**src/rtl/cp0_int_unit.sv**
```systemverilog
// Minimal CP0 interrupt/exception unit: STATUS/CAUSE/EPC registers, edge-detected
// interrupt pending bits and a RUN/TRAP/HANDLER/RET sequencer with no nesting.
module cp0_int_unit #(
   parameter int unsigned IRQ_CH   = 4,
   parameter logic [31:0] TRAP_VEC = 32'h0000_0800
) (
   input  logic              clk,
   input  logic              rst_n,
   input  logic              mtc0,
   input  logic              mfc0,
   input  logic              eret,
   input  logic              syscall,
   input  logic [4:0]        cpr_sel,
   input  logic [31:0]       wdata,
   input  logic [31:0]       pc_cur,
   input  logic [IRQ_CH-1:0] irq_in,
   output logic [31:0]       rdata,
   output logic              trap,
   output logic              trap_ret,
   output logic [31:0]       trap_pc,
   output logic              in_handler
);

   typedef enum logic [1:0] {StRun, StTrap, StHandler, StRet} state_e;

   state_e            state_q;
   logic              ie_q, saved_ie_q;
   logic [IRQ_CH-1:0] mask_q, pend_q, irq_prev_q;
   logic [4:0]        exc_q;
   logic [31:0]       epc_q;
   logic              trap_q, trap_ret_q;

   logic              wr_status, wr_cause, wr_epc;
   logic [IRQ_CH-1:0] irq_rise, pend_clr, pend_d;
   logic              take;

   // Reads are purely combinational on cpr_sel; mfc0 carries no extra meaning here.
   logic unused_mfc0;
   assign unused_mfc0 = mfc0;

   assign wr_status = mtc0 && (cpr_sel == 5'd12);
   assign wr_cause  = mtc0 && (cpr_sel == 5'd13);
   assign wr_epc    = mtc0 && (cpr_sel == 5'd14);

   assign irq_rise = irq_in & ~irq_prev_q;
   assign pend_clr = wr_cause ? wdata[8 +: IRQ_CH] : '0;
   // New edges win over a same-cycle write-1-to-clear.
   assign pend_d   = (pend_q & ~pend_clr) | irq_rise;
   assign take     = (state_q == StRun) && (syscall || (ie_q && |(pend_q & mask_q)));

   always_ff @(posedge clk) begin
      if (!rst_n) begin
         state_q    <= StRun;
         ie_q       <= 1'b0;
         saved_ie_q <= 1'b0;
         mask_q     <= '0;
         pend_q     <= '0;
         irq_prev_q <= '0;
         exc_q      <= '0;
         epc_q      <= '0;
         trap_q     <= 1'b0;
         trap_ret_q <= 1'b0;
      end else begin
         irq_prev_q <= irq_in;
         pend_q     <= pend_d;
         trap_q     <= 1'b0;
         trap_ret_q <= 1'b0;
         if (wr_status) begin
            ie_q   <= wdata[0];
            mask_q <= wdata[8 +: IRQ_CH];
         end
         if (wr_epc) begin
            epc_q <= wdata;
         end
         // Later assignments below override the mtc0 writes above.
         case (state_q)
            StRun: begin
               if (take) begin
                  state_q    <= StTrap;
                  trap_q     <= 1'b1;
                  saved_ie_q <= ie_q;
                  ie_q       <= 1'b0;
                  if (syscall) begin
                     epc_q <= pc_cur + 32'd4;
                     exc_q <= 5'd8;
                  end else begin
                     epc_q <= pc_cur;
                     exc_q <= 5'd0;
                  end
               end
            end
            StTrap: state_q <= StHandler;
            StHandler: begin
               if (eret) begin
                  ie_q       <= saved_ie_q;
                  state_q    <= StRet;
                  trap_ret_q <= 1'b1;
               end
            end
            StRet: state_q <= StRun;
            default: state_q <= StRun;
         endcase
      end
   end

   always_comb begin
      rdata = '0;
      case (cpr_sel)
         5'd12: begin
            rdata[0]            = ie_q;
            rdata[8 +: IRQ_CH]  = mask_q;
         end
         5'd13: begin
            rdata[8 +: IRQ_CH]  = pend_q;
            rdata[6:2]          = exc_q;
         end
         5'd14: rdata = epc_q;
         default: rdata = '0;
      endcase
   end

   assign trap       = trap_q;
   assign trap_ret   = trap_ret_q;
   assign trap_pc    = (trap_ret_q && rst_n) ? epc_q : TRAP_VEC;
   assign in_handler = (state_q == StHandler);

endmodule

```
**config.mk**
```make
export PLATFORM = sky130hd
export DESIGN_NAME = cp0_int_unit
export DESIGN_NICKNAME = d
export VERILOG_FILES = /design/src/rtl/cp0_int_unit.sv
export SDC_FILE = /design/constraint.sdc
export NUM_CORES = 1
export LEC_CHECK = 0
export CORE_MARGIN = 2
export CORE_UTILIZATION = 35
export CTS_CLUSTER_SIZE = 30
export DETAILED_ROUTE_END_ITERATION = 6
export PLACE_DENSITY = 0.75
export SYNTH_ARGS = -nofsm -noshare
export SYNTH_HDL_FRONTEND = slang
export SYNTH_SLANG_ARGS = --single-unit
```
**constraint.sdc**
```tcl
create_clock -name clk -period 2.25 [get_ports clk]
set_input_delay 0.225 -clock clk [delete_from_list [all_inputs] [get_ports clk]]
set_output_delay 0.225 -clock clk [all_outputs]
set_load 0.05 [all_outputs]
```
After elaboration in Yosys (flattened, before gate mapping) --
Cells that the tools add are included.
Cells by class: add/sub/neg operators 1, equal/unequal tests 8, muxes and demuxes 22, bitwise operators 6, reductions and logical operators 13
Operator list (count):
- two-way mux 32 bit | 5
- adder 32 x 3 -> 32 bit (second input constant) | 1
- two-way mux 20 bit | 1
- == test 5 x 4 -> 1 bit (second input constant) | 3
- AND 4 bit | 3
- one-hot mux 4 bit (3 select lines) | 1
- one-hot mux 5 bit (2 select lines) | 1
- two-way mux 4 bit | 2
- inverter 4 bit | 2
- one-hot mux 2 bit (4 select lines) | 1
- AND reduction 2 bit | 4
- two-way mux 1 bit | 7
- logical AND 1 bit | 6
- == test 2 bit (second input constant) | 2
- two-way mux 2 bit | 2
- inequality test 2 bit (second input constant) | 2
- OR 4 bit | 1
- one-hot mux 1 bit (2 select lines) | 2
- OR reduction 4 bit | 1
- == test 2 x 1 -> 1 bit (second input constant) | 1
- logical NOT 2 bit | 1
- logical OR 1 bit | 1
Storage, ports and cells: flip-flop bits (word level) 55, input port bits 79, logic and storage cells 60

Logic depth before layout (Yosys ltp) --
Gate-level depths: netlist (run 1).
depth in word-level cells 7, depth in mapped cells 8, gate-level depth less buffers 6

Worst setup path before layout (run 1) --
Ideal clock, no wire load.
kind input-to-output, start in cpr_sel[1], end out rdata[10], data arrival time 1.872 ns, required time 2.025 ns, setup slack 0.153 ns, stages 3, path buffers 1, path through clkbuf_1 -> or3_1 -> o21ai_0
On the way: longest elaborated chain between the ends 2, elaborated cells on any way between the ends 4, those cells by class 3 x eq/ne; 1 x mux
RTL lines:
- start: declaration | line 13 | input logic [4:0] cpr_sel,
- == test 5 x 4 -> 1 bit | line 108 | case (cpr_sel)
- one-hot mux 4 bit (3 select lines) (*) | line 108
- end: declaration | line 17 | output logic [31:0] rdata,
Mark *: on every way between the ends. The rest lies on a longest branch, timed or not.

Final worst setup path (run 1) --
start in cpr_sel[4], end out rdata[9]
The elaborated chain is that of the path after synthesis.

==> results.yml, run 1 <==
critical_path:
  endpoint_kind: "output pin"
  startpoint_type: "primary input"
  worstPathRequired_ps: 2030
  critPathArrivalTime_ps: 1880
  worstPathMaxFanout: 6
  crit_type: "primary input to output pin"
global_route:
  grt_max_degree: 38
  antenna_found_initial: 0
  grt_pass1_wl_um: 18200
  grt_usage_pct: 21.6
  grt.overflow.total: 0
  first_global_vias: 3701
layout:
  fillers: 827
  antenna_cells: 0
  post-route-util_pct: 60.9
  final_cells: 721
  final_layout_size_suffix_gt1_share_pct: 20.7
  multiInputGateArea_um2: 2190
  synthToLayoutAreaGrowth_pct: 71.9
  final_nets: 670
  seqCellArea_um2: 1020
clocking:
  cts_buffer_depth: 2
  cts_tree: "done"
  root_buffer: "clkbuf_8"
  worstSkewPairLatency_ps: 310
  htreeDepth: 2
  numCtsBuffers: 5
  cts_hold_buffers: 0
  cts_resized: 0
  clk_pin_slew_worst_paths_ps: 100
  post-cts-setup-buffer-count: 0
  cts_num_sinks: 51
synthesis:
  synthCells: 439
  yosysWarnings: 0
  yosysTopAreaCellShare_pct: 29.9
  synth-compound-area-share_pct: 14.6
  synth_top_family_by_area: "simple AND/OR/NAND/NOR gates"
  synth-simple-area-share_pct: 37.4
  syn_nets: 522
  synthAdderAreaFrac_pct: 1.47
  yosysTopAreaCell: "dfxtp_1"
  ys_types: 50
  synthMuxAreaShare_pct: 2.97
  async_flop_share_pct: 0
  synth_area_um2: 3410
  ys.flop_type: "dfxtp_1"
  yosysSeqAreaShare_pct: 29.9
  synthXorXnorAreaFrac_pct: 7.44
  syn_area_per_cell_um2: 7.78
  synth-edff-count: 0
  synth.area.top_cells: "dfxtp_1 30%, and3_1 11%, nand2_1 9.2%"
  synth_seq_cells: 51
outcome:
  status: "finished, final reports clean"
floorplanning:
  dieArea_um2: 10600
  core_um2: 9640
  pin_count: 146
  rows: 36
  initial_core_util_pct: 35.4
  die_h_um: 103
  fp.dieW_um: 103
detailed_routing:
  vias: 3842
  wl_um: 11700
  viasPerCell: 5.33
  final_antenna_net_count: 0
  drt_iter0_drc: 144
  drc: 0
  dr.pass1.iters: 4
  wl_per_cell_um: 16.3
sta:
  timing.setup.tns_ps: 0
  tightestPinTransition_ps: 860
  rsz0062_at_grt: "false"
  skew_ps: 12.6
  slew_viol_final: 0
  hold_violations: 0
  max_freq_mhz: 474
  fin_crit_ps: 2110
  setup_viol: 0
  period_share_pct: 93.7
  maxSlewHeadroom_pct: 42.6
pwr:
  p_leak_nw: 2.64
  vdd_drop_max_mv: 0.356
  p_per_area_nw_per_um2: 517
place:
  placedCellCount: 713
  io_buffers: 144
  dp_hpwl_um: 9250
  place_congestion: 0.920
flow_run:
  drv_cap: 0
min_path:
  hold_path.class: "primary input to flip-flop"
-- Yosys cell counts, drive strengths merged (9+ instances only) --
cell    number
nand2       84
and3        60
dfxtp       51
nand3       30
clkbuf      22
nor2        22
xnor2       20
o211a       19
buf         14
nand4       14
a311oi      13
inv         10
mux2i        9
xor2         9
-- final cells by class --
class	count	share of cell area (%)
Clock inverter	3	0.789
Tap cell	133	2.84
Sequential cell	51	17.4
Multi-Input combinational cell	342	37.4
Clock buffer	5	1.17
Timing Repair Buffer	177	39.8
Inverter	10	0.640
-- placed cells by master, fill, tap and decap left out, types with 19 or more instances in the layout --
| master | netlist | layout |
|---|---|---|
| o211a_1 | 19 | 19 |
| dfxtp_1 | 51 | 51 |
| xnor2_1 | 20 | 20 |
| nand2_1 | 84 | 84 |
| nand3_1 | 30 | 30 |
| clkdlybuf4s50_1 | 0 | 78 |
| buf_4 | 1 | 33 |
| buf_12 | 0 | 65 |
| and3_1 | 60 | 60 |
| nor2_1 | 22 | 22 |
-- path summary, 6_finish.rpt --
kind	end	startpoint	slack (ps)	depth (start not counted)
setup reg to reg	epc_q[3]	mask_q[2]	390	6
hold / removal	epc_q[9]	rst_n	440	2
hold reg to reg	saved_ie_q	saved_ie_q	470	2
setup / recovery	rdata[9]	cpr_sel[4]	140	6
-- metal layers --
metal,track usage (%),routed length [µm],vias up
li1,-,-,1865
met1,27.4,5010,1829
met2,38.4,5850,132
met3,2.71,655,16
met4,6.48,231,0
met5,0,0,-
-- kinds of logic after synthesis --
kind of cell | count (synthesis)
compound gates | 59
xor+xnor | 29
fa+ha+maj | 4
buf+inv | 46
flops | 51
mux | 10
simple gates | 240
-- where the power goes --
group          switching, mW  total (mW)  internal (mW)  leakage, nW
combinational          0.573        1.10          0.527         2.17
sequential             0.146        1.26           1.12        0.421
clock                  0.333       0.669          0.336       0.0548
-- stage by stage --
step | area (µm²) | power, mW | worst slack [ps] | hold WS [ps]
final | 5870 | 3.03 | 141 | 440
after global routing | 5870 | 3.21 | 17.9 | 448
after CTS | 5870 | 3.04 | 141 | 432
after detailed placement | 5750 | 2.38 | 8.10 | 451
after global placement | 5750 | 2.32 | 69.3 | 446
after floorplan | 3410 | 1.90 | 153 | 352
-- worst max-delay path, cell delays in order --
cell and delay (ps):
clkdlybuf4s50_1 440, and4bb_1 380, and2_0 360, nand2_1 100
o21ai_0 180, buf_12 190
-- sequential cells by signal, summed over array words and instances (netlist names) --
| signal | count |
|---|---|
| epc_q | 32 |
| irq_prev_q | 4 |
| mask_q | 4 |
| pend_q | 4 |
| state_q | 2 |
| exc_q | 1 |
| ie_q | 1 |
| saved_ie_q | 1 |
| trap | 1 |
| trap_ret | 1 |
Power figures use the tool's default switching activity.
==> run 2: changes to the inputs <==
--- a/config.mk
+++ b/config.mk
@@ -10,6 +10,7 @@
 export CTS_CLUSTER_SIZE = 30
 export DETAILED_ROUTE_END_ITERATION = 6
 export PLACE_DENSITY = 0.75
+export SKIP_CTS_REPAIR_TIMING = 1
 export SYNTH_ARGS = -nofsm -noshare
 export SYNTH_HDL_FRONTEND = slang
 export SYNTH_SLANG_ARGS = --single-unit
==> constraint.sdc (replaced) <==
create_clock -name clk -period 2 [get_ports clk]
set_input_delay 0.2 -clock clk [delete_from_list [all_inputs] [get_ports clk]]
set_output_delay 0.2 -clock clk [all_outputs]
set_load 0.05 [all_outputs]
==> results.yml, run 2 (synthesis gave the netlist of run 1 again) <==
outcome:
  status: "finished, final reports clean"
sta:
  maxSlewHeadroom_pct: 44.1
  slew_viol_final: 0
  fin_crit_ps: 1920
  period_share_pct: 96.2
  rsz0062_at_grt: "true"
  setup_viol: 0
  skew_ps: 11.4
  hold_violations: 0
  max_freq_mhz: 520
  tightestPinTransition_ps: 838
clocking:
  cts_tree: "done"
  htreeDepth: 2
  cts_num_sinks: 51
  cts_buffer_depth: 2
  clk_pin_slew_worst_paths_ps: 110
  numCtsBuffers: 5
  root_buffer: "clkbuf_8"
  worstSkewPairLatency_ps: 310
critical_path:
  worstPathRequired_ps: 1800
  endpoint_kind: "output pin"
  slowest_delay_ps: 480
  worstPathCellList: "clkdlybuf4s50_1 > nand2_1 > or3_1 > o21ai_0 > buf_12"
  rrSetupSlack_ps: 310
  critPathArrivalTime_ps: 1720
  worstPathMaxFanout: 4
  critPathSlowestCell: "clkdlybuf4s50_1"
  crit_type: "primary input to output pin"
  startpoint_type: "primary input"
floorplanning:
  core_um2: 9640
  fp.dieW_um: 103
  rows: 36
  pin_count: 146
  initial_core_util_pct: 35.4
  dieArea_um2: 10600
  die_h_um: 103
pwr:
  p_int_mw: 2.14
  switching_share_pct: 35.8
  vdd_drop_max_mv: 0.337
  clkPwrFrac_pct: 18.9
  pwr-share-seq_pct: 42.7
  p_per_area_nw_per_um2: 555
  comb_power_share_pct: 38.4
  netSwitchingPower_mw: 1.20
  p_leak_nw: 2.71
  power_mw: 3.33
detailed_routing:
  wl_um: 12000
  dr.pass1.iters: 4
  vias: 3918
  drt_iter0_drc: 211
  viasPerCell: 5.33
  drc: 0
  wl_per_cell_um: 16.4
  final_antenna_net_count: 0
layout:
  final_nets: 684
  final_layout_size_suffix_gt1_share_pct: 22.9
  final_common_cell: "nand2_1"
  postLayoutCellArea_um2: 6000
  most-common-layout-cells: "84 x nand2_1, 77 x clkdlybuf4s50_1, 69 x buf_12"
  largest_register_ff_count: 32
  post-route-util_pct: 62.3
  final_cells: 735
  synthToLayoutAreaGrowth_pct: 75.9
  fillers: 843
  regMostFlops: "epc_q"
  antenna_cells: 0
global_route:
  antenna_found_initial: 0
  grt_max_degree: 37
  grt_pass1_wl_um: 18700
  first_global_vias: 3873
  grt_usage_pct: 22.5
  grt.overflow.total: 0
place:
  place_congestion: 0.871
  io_buffers: 144
  placed_cell_area_um2: 5910
  placedCellCount: 727
  dp_hpwl_um: 9500
flow_run:
  drv_cap: 0
min_path:
  hold_path.class: "primary input to flip-flop"
run 2: layout make-up:
type | count | area, µm² | area share, %
timing repair buffer | 191 | 2490 | 41.4
clock buffer | 5 | 68.8 | 1.15
clock inverter | 3 | 25.0 | 0.417
inverter | 10 | 37.5 | 0.625
tap | 133 | 166 | 2.77
multi-input combinational | 342 | 2200 | 36.6
sequential | 51 | 1020 | 17.0
run 2: worst max-delay path, delay by kind of cell:
| kind | cells | cell delay, ps |
|---|---|---|
| buffers and inverters | 2 | 670 |
| AOI/OAI and AO/OA | 1 | 400 |
| and+or+nand+nor | 2 | 440 |
run 2: metrics by stage:
| step | hold WS (ps) | setup WS [ps] | TNS (ps) |
|---|---|---|---|
| 2_1_floorplan | 327 | -46.7 | -187 |
| 3_3_place_gp | 446 | -160 | -784 |
| 3_5_place_dp | 464 | -202 | -1350 |
| 4_1_cts | 374 | -10.1 | -18.9 |
| 5_1_grt | 417 | -13.1 | -13.1 |
| 6_report | 383 | 75.7 | 0 |
run 2: path summary, 6_finish.rpt:
check                                start    endpoint  depth (start not counted)
worst max-delay path            cpr_sel[3]    rdata[8]                          5
worst min-delay path                 rst_n   epc_q[10]                          2
worst max register to register   pend_q[2]   epc_q[15]                          7
worst min register to register  saved_ie_q  saved_ie_q                          2
run 2: power by group through the flow:
stage	logic (mW)	clock network, mW	registers [mW]
finish	1.28	0.631	1.42
global route	1.41	0.675	1.45
CTS	1.28	0.641	1.42
detailed placement	1.28	0	1.45
global placement	1.23	0	1.43
floorplan	0.738	0	1.40
run 2: layer usage:
metal / track usage, % / vias to the layer above / routed length (µm)
met1: 29.1 / 1855 / 5120
met3: 2.92 / 18 / 762
li1: - / 1877 / -
met5: 0 / - / 0
met4: 7.29 / 0 / 260
met2: 39.0 / 168 / 5880
